## src/rtl/demux_deser.sv

```systemverilog
// rtl/demux_deser.sv - bit-serial to word-parallel deserializer (define DEMUX_ADDR_EN for addressed bit writes)
module demux_deser #(
    parameter int N = 32,
    localparam int W = $clog2(N)
) (
    input  logic         clk,
    input  logic         rst,
    input  logic         in_valid,
    output logic         in_ready,
    input  logic         in_bit,
`ifdef DEMUX_ADDR_EN
    input  logic [W-1:0] in_sel,
`endif
    output logic         out_valid,
    input  logic         out_ready,
    output logic [N-1:0] out_word,
    output logic [W:0]   bit_cnt
);

    typedef enum logic {COLLECT, HOLD} state_t;

    state_t       state_q, state_d;
    logic [N-1:0] word_d;
    logic [W:0]   cnt_d;
    logic         accept;

    assign in_ready  = !rst && (state_q == COLLECT);
    assign out_valid = (state_q == HOLD);
    assign accept    = in_valid && in_ready;

`ifdef DEMUX_ADDR_EN
    logic [N-1:0] written_q, written_d;
    logic         sel_ok;

    // Out-of-range selects only exist when N is not a power of two.
    if ((1 << W) == N) begin : g_sel_full
        assign sel_ok = 1'b1;
    end else begin : g_sel_part
        assign sel_ok = (int'(in_sel) < N);
    end

    function automatic logic [W:0] popcount(input logic [N-1:0] m);
        logic [W:0] c;
        c = '0;
        for (int i = 0; i < N; i++) c = c + (W+1)'(m[i]);
        return c;
    endfunction
`else
    logic [W-1:0] idx_q, idx_d;
`endif

    always_comb begin
        state_d = state_q;
        word_d  = out_word;
        cnt_d   = bit_cnt;
`ifdef DEMUX_ADDR_EN
        written_d = written_q;
`else
        idx_d = idx_q;
`endif
        case (state_q)
            COLLECT: begin
                if (accept) begin
`ifdef DEMUX_ADDR_EN
                    if (sel_ok) begin
                        word_d[in_sel]    = in_bit;
                        written_d[in_sel] = 1'b1;
                        cnt_d             = popcount(written_d);
                        if (&written_d) state_d = HOLD;
                    end
`else
                    word_d[idx_q] = in_bit;
                    cnt_d         = bit_cnt + (W+1)'(1);
                    idx_d         = idx_q + W'(1);
                    if (bit_cnt == (W+1)'(N-1)) state_d = HOLD;
`endif
                end
            end
            HOLD: begin
                if (out_ready) begin
                    state_d = COLLECT;
                    word_d  = '0;
                    cnt_d   = '0;
`ifdef DEMUX_ADDR_EN
                    written_d = '0;
`else
                    idx_d = '0;
`endif
                end
            end
            default: state_d = COLLECT;
        endcase
    end

    always_ff @(posedge clk) begin
        if (rst) begin
            state_q  <= COLLECT;
            out_word <= '0;
            bit_cnt  <= '0;
`ifdef DEMUX_ADDR_EN
            written_q <= '0;
`else
            idx_q <= '0;
`endif
        end else begin
            state_q  <= state_d;
            out_word <= word_d;
            bit_cnt  <= cnt_d;
`ifdef DEMUX_ADDR_EN
            written_q <= written_d;
`else
            idx_q <= idx_d;
`endif
        end
    end

endmodule

```

## config.mk

```make
export PLATFORM = sky130hd
export DESIGN_NAME = demux_deser
export DESIGN_NICKNAME = d
export VERILOG_FILES = /design/src/rtl/demux_deser.sv
export SDC_FILE = /design/constraint.sdc
export NUM_CORES = 1
export LEC_CHECK = 0
export CORE_MARGIN = 4
export CORE_UTILIZATION = 46
export DETAILED_ROUTE_END_ITERATION = 16
export GPL_TIMING_DRIVEN = 0
export PLACE_DENSITY_LB_ADDON = 0.12
export SKIP_LAST_GASP = 1
export SYNTH_ARGS = -nofsm -noshare
export SYNTH_HDL_FRONTEND = slang
export SYNTH_SLANG_ARGS = --single-unit
```

## constraint.sdc

```tcl
create_clock -name clk -period 1.27 [get_ports clk]
set_input_delay 0.254 -clock clk [delete_from_list [all_inputs] [get_ports clk]]
set_output_delay 0.254 -clock clk [all_outputs]
set_load 0.005 [all_outputs]
```

==> results of run 1 <==
-- final timing paths --
path	from	end	slack, ns
setup / recovery	out_valid$_SDFF_PP0_	idx_q[3]$_SDFFE_PP0P_	-0.09
hold / removal	rst	out_word[25]$_SDFFE_PP0P_	0.44
setup reg to reg	out_valid$_SDFF_PP0_	idx_q[3]$_SDFFE_PP0P_	-0.09
hold reg to reg	out_word[0]$_SDFFE_PP0P_	out_word[0]$_SDFFE_PP0P_	0.46
-- synth_stat cells (3+ instances only) --
cell	number
a21boi_0	4
a21oi_1	4
a221oi_1	3
and3b_1	3
buf_2	7
buf_4	3
clkbuf_1	11
dfxtp_1	44
ha_1	5
inv_1	5
mux2i_1	35
nand2_1	43
nand2b_1	3
nand3_1	4
nor2_1	4
nor3b_1	3
o211ai_1	32
-- logic make-up (layout without fill, tap and decap cells) --
family	after synthesis	count (layout)	share of synthesized area (%)
AND/OR/NAND/NOR	70	70	15.8
AO/OA/AOI/OAI	56	56	19.6
flip-flops	44	44	39.9
multiplexers	35	35	15.9
buffers and inverters	28	102	6.07
adder cells (fa/ha/maj)	5	5	2.83
-- timing repair --
action | in CTS | in global routing
cloned | 5 | 0
gates resized for setup | 135 | 30
setup buffers | 20 | 3
pin swaps | 30 | 8
endpoints found under the setup margin | 80 | 45
-- routing by layer --
metal | wire length (um) | share of wire, % | global-route usage (%) | vias to the layer above
met2 | 3010 | 49 | 33.8 | 47
met4 | 74 | 1.2 | 4.80 | 0
met5 | 0 | 0 | 0 | -
met3 | 209 | 3.4 | 3.98 | 8
li1 | - | - | - | 1010
met1 | 2860 | 46 | 28.1 | 993
-- cell type report --
cell class                 instances  area, um2
timing repair buffer              71        652
clock buffer                       6       72.6
sequential                        44        928
inverter                           5       18.8
buffer                            18        236
multi-input combinational        166       1340
fill                             318       1150
clock inverter                     2       35.0
tap                               52       65.1
-- sequential cells by signal (all words and copies together) (netlist names) --
register / count
bit_cnt: 6
out_valid: 1
out_word: 32
idx_q: 5
-- where the power goes --
group / switching, uW / internal [uW] / total [uW]
clock: 485 / 584 / 1070
sequential: 16.3 / 1390 / 1410
combinational: 187 / 190 / 377
total: 689 / 2160 / 2850
-- critical path: stages (launching register included) --
cell and delay [ns]:
dfxtp_4 0.38, or3b_4 0.44, a2111o_1 0.39, o21ai_1 0.09
-- metrics by stage --
step / std cells / utilization, % / instance area [um2] / power [uW]
final: 364 / 74.4 / 3350 / 2850
after CTS: 361 / 71.6 / 3220 / 2830
after floorplan: 238 / - / 2230 / 1580
after detailed placement: 334 / 60.7 / 2740 / 1670
after global placement: 334 / 60.7 / 2740 / 1660
after global routing: 364 / 74.4 / 3350 / 2950
==> run summary, run 1 <==
status: complete, but fails checks
violated checks: negative setup slack
dpl ws: -0.879 ns
Vias/cell: 5.65
RePlAce Congestion: 0.770
first-pass GRT wire length: 9980 um
Nets: 321
drt total wl: 6150 um
Clock H-tree levels: 2
number of I/O port buffers: 44
vias: 2058
Clock Pin Slew Worst Setup and Hold Paths: 0.09 ns
post-synth top area share: 39.9%
post-route ant nets: 0
RSZ-0062 raised after global routing: true
Die ar.: 5970 um2
DIE HEIGHT: 77.3 um
initial antenna violation count: 0
setup tns final: -1.04 ns
DR iter-0 viols: 158
CTS hold repair buffers: 0
Synth area leaders: dfxtp_1 (40%), mux2i_1 (16%), o211ai_1 (11%)
EDFF count, synth: 0
Power per Cell Area: 851 nW/um2
number of diodes: 0
final setup fails: 38
cell taking the most area after synthesis: dfxtp_1
FP Rows: 24
post-route setup slack: -0.0938 ns
clk sink count: 44
Hold WS: 0.443 ns
startpoint class of the critical path: register
data arrival time of the critical path: 1.60 ns
routed len/inst: 16.9 um
CTS tree: yes
Worst R2R Path Depth: 3
most frequent cells in the layout: nand2_1 (41), dlygate4sd2_1 (41), mux2i_1 (35)
register area share after synthesis: 39.9%
count of final max-slew check failures: 0
Unique masters post-synth: 36
Initial Utilization: 49.0%
cell area after synthesis: 2210 um2
share of cells above drive strength 1: 33.3%
Syn Nets: 248
chip width: 77.3 um
period utilization: 107%
drc violations: 0
worst skew pair latency: 0.30 ns
Leak: 0.00160 uW
Critical Path Sink Type: register
clk_skew: 0.0120 ns
Fmax: 0.733 GHz
hpwl dp: 3560 um
worst-margin pin slew: 0.315 ns
clock buffer depth: 2
Seq cells post-synth: 44
Overall Global Routing Usage: 20.7%
Min-Delay Path Class: in2reg
Hold Violations, Final: 0
io pins: 45
GRT overflow: 0
critical setup path kind: reg2reg
asr flop ratio synth: 0%
Syn Inst Count: 238
Clk Tree Root Cell: clkbuf_8
hold depth: 3
largest net degree at the start of global routing: 14
Slew HR: 79.0%
top_reg_cell synth: dfxtp_1
First-pass DRT Iterations: 4
number of global-route vias before repair: 2018
min cycle time layout: 1.36 ns
maxcap violations: 0
warning count from the yosys run: 0
core footprint: 4500 um2
area grow syn2layout: 51.8%
worst-path fanout max: 8
cts bufs inserted: 5
Syn Area/Cell: 9.27 um2
Worst EP required: 1.51 ns
Worst VDD drop: 0.000661 V
(Power assumes the default switching activity.)
==> run 2: changes to the inputs <==
- SETUP_SLACK_MARGIN: unset -> 0.1
==> run 2 against run 1 <==
The run still ends with negative setup slack left. Die area unchanged. Critical path depth increased by 1. Maximum frequency decreased by 9.8%. Non-clock buffer count increased by 15. Critical endpoint unchanged.
==> run summary, run 2 (same netlist as run 1, synthesis figures left out) <==
Biggest register: out_word
DIE HEIGHT: 77.3 um (unchanged)
largest net degree at the start of global routing: 15 (+1)
Power Total: 3020 uW (+5.9%)
area grow syn2layout: 66.6%
Nets: 336 (+4.7%)
RePlAce Congestion: 0.749 (-2.7%)
DR iter-0 viols: 169 (+7.0%)
Min-Delay Path Class: reg2reg
Clock H-tree levels: 2 (unchanged)
final setup fails: 39 (+2.6%)
Vias/cell: 5.88 (+4.0%)
startpoint class of the critical path: register
crit path cell chain: or3b_4, buf_8, a2111o_1, o21ai_1
violated checks: negative setup slack
status: complete, but fails checks
count of final max-slew check failures: 0 (unchanged)
family with the most delay on the worst path: compound AO/OA/AOI/OAI gates
CTS hold repair buffers: 0 (unchanged)
number of diodes: 0 (unchanged)
sequential cell area: 931 um2 (+0.27%)
FP Rows: 24 (unchanged)
RSZ-0062 raised after global routing: true
clk_skew: 0.0114 ns (-0.000592 ns)
max FFs per register: 32 (unchanged)
initial antenna violation count: 0 (unchanged)
worst-path fanout max: 8 (unchanged)
Worst R2R Path Depth: 4 (+1)
chip width: 77.3 um (unchanged)
period utilization: 119% (+12 points)
Initial Utilization: 49.0% (unchanged)
Worst path max stage delay: 0.39 ns (-0.05 ns)
Worst VDD drop: 0.000790 V (+19%)
drc violations: 0 (unchanged)
slowest CP cell: or3b_4
Power per Cell Area: 821 nW/um2 (-3.5%)
core footprint: 4500 um2 (unchanged)
data arrival time of the critical path: 1.74 ns (+0.14 ns)
Worst Hold End: out_word[29]$_SDFFE_PP0P_
Slew HR: 73.9% (-5.1 points)
Cell Area, Placed: 2760 um2 (+0.73%)
CP Buf/Inv Count: 1 (+1)
first-pass GRT wire length: 11000 um (+9.8%)
Clk Tree Root Cell: clkbuf_8
worst min-delay path startpoint: out_word[29]$_SDFFE_PP0P_
Critical Path Sink Type: register
number of global-route vias before repair: 2176 (+7.8%)
Clock Pin Slew Worst Setup and Hold Paths: 0.10 ns (about the same)
post-route ant nets: 0 (unchanged)
hold depth: 2 (-1)
Worst EP required: 1.50 ns (about the same)
biggest regs: out_word x32, bit_cnt x6, idx_q x5
RR Startpoint: out_valid$_SDFF_PP0_
critical setup path kind: reg2reg
Die ar.: 5970 um2 (unchanged)
First-pass DRT Iterations: 4 (unchanged)
fill count: 257 (-19%)
Leak: 0.00168 uW (+5.0%)
number of I/O port buffers: 44 (unchanged)
CTS tree: yes
clock buffer depth: 2 (unchanged)
most common cell after layout, fill and taps aside: nand2_1
min cycle time layout: 1.51 ns (+0.148 ns)
share of cells above drive strength 1: 41.0% (+7.6 points)
worst skew pair latency: 0.31 ns (about the same)
cts bufs inserted: 5 (unchanged)
most frequent cells in the layout: nand2_1 (41), mux2i_1 (34), o211ai_1 (32)
reg-to-reg slack, setup: -0.24 ns (-0.15 ns)
routed len/inst: 20.4 um (+21%)
drt total wl: 7740 um (+26%)
hpwl dp: 3540 um (-0.45%)
Overall Global Routing Usage: 23.0% (+2.3 points)
Fmax: 0.661 GHz (-9.8%)
clk sink count: 44 (unchanged)
Hold Violations, Final: 0 (unchanged)
reg-to-reg endpoint: idx_q[3]$_SDFFE_PP0P_
area of the multi-input gates: 1410 um2 (+5.2%)
final instance area: 3680 um2 (+9.7%)
GRT overflow: 0 (unchanged)
vias: 2229 (+8.3%)
io pins: 45 (unchanged)
maxcap violations: 0 (unchanged)
post-route setup slack: -0.242 ns (-0.148 ns)
worst-margin pin slew: 0.392 ns (+0.0767 ns)
run 2: cell count changes in the layout (fill, tap and decap cells not counted), sizes merged:
cell | previous run | this run
clkbuf | 13 | 20
clkdlybuf4s15 | 0 | 13
dlygate4sd2 | 41 | 28
buf | 40 | 48
run 2: layout make-up:
| cell class | count | share of cell area, % |
|---|---|---|
| repair buffers | 83 | 23.0 |
| well taps | 52 | 1.77 |
| multi-input cells | 166 | 38.4 |
| clock buffers | 6 | 2.25 |
| clock inverters | 2 | 1.05 |
| plain buffers | 21 | 7.72 |
| inverters | 5 | 0.510 |
| flip-flops and latches | 44 | 25.3 |
run 2: layer usage:
layer / part of all wire (%) / vias to the layer above / GRT usage [%]
met3: 6.0 / 26 / 4.80
met5: 0 / - / 0
li1: - / 1040 / -
met4: 3.4 / 0 / 6.76
met2: 49 / 93 / 39.7
met1: 42 / 1070 / 28.7
run 2: how the worst max path moves through the flow:
| stage | endpoint | cells after the start | slack [ns] | startpoint |
|---|---|---|---|---|
| 3_3_place_gp | in_ready | 4 | -0.85 | rst |
| 3_5_place_dp | in_ready | 4 | -0.86 | rst |
| 6_report | idx_q[3]$_SDFFE_PP0P_ | 4 | -0.24 | out_valid$_SDFF_PP0_ |
| 2_1_floorplan | idx_q[3]$_SDFFE_PP0P_ | 4 | -0.04 | out_valid$_SDFF_PP0_ |
| 4_1_cts | in_ready | 3 | -0.14 | out_valid$_SDFF_PP0_ |
| 5_1_grt | bit_cnt[5]$_SDFFE_PP0P_ | 4 | -0.25 | out_valid$_SDFF_PP0_ |
run 2: worst register-to-register path, cell delays in order, from the launching register on:
cell	delay, ns
dfxtp_4	0.38
or3b_4	0.39
buf_8	0.15
a2111o_1	0.38
o21ai_1	0.13
run 2: repair_timing:
item                                    4_1_cts  5_1_grt
pin swaps                                    12       33
buffers inserted                             24        4
endpoints found under the hold margin         0        0
endpoints found under the setup margin       84       59
cloned                                        7        4
gates resized for setup                     161       48
run 2: power by group:
| group | switching, uW | total [uW] | internal (uW) |
|---|---|---|---|
| clock network | 530 | 1170 | 644 |
| logic | 214 | 439 | 225 |
| registers | 17.0 | 1410 | 1390 |
run 2: through the flow:
step                      cells  util [%]  TNS, ns  hold slack [ns]  setup WS, ns
after global routing        379      81.6    -5.73            0.478        -0.252
final                       379      81.6    -3.56            0.459        -0.242
after detailed placement    334      61.2   -28.73            0.451        -0.863
after global placement      334      61.2   -27.24            0.444        -0.847
after floorplan             238         -  -0.0916            0.393       -0.0363
after CTS                   371      76.1    -1.02            0.461        -0.140
==> run 3: changes to the inputs <==
- CAP_MARGIN: unset -> 20
==> results of run 3 <==
Same layout as run 2: the final DEF is identical, and so are final timing and power.
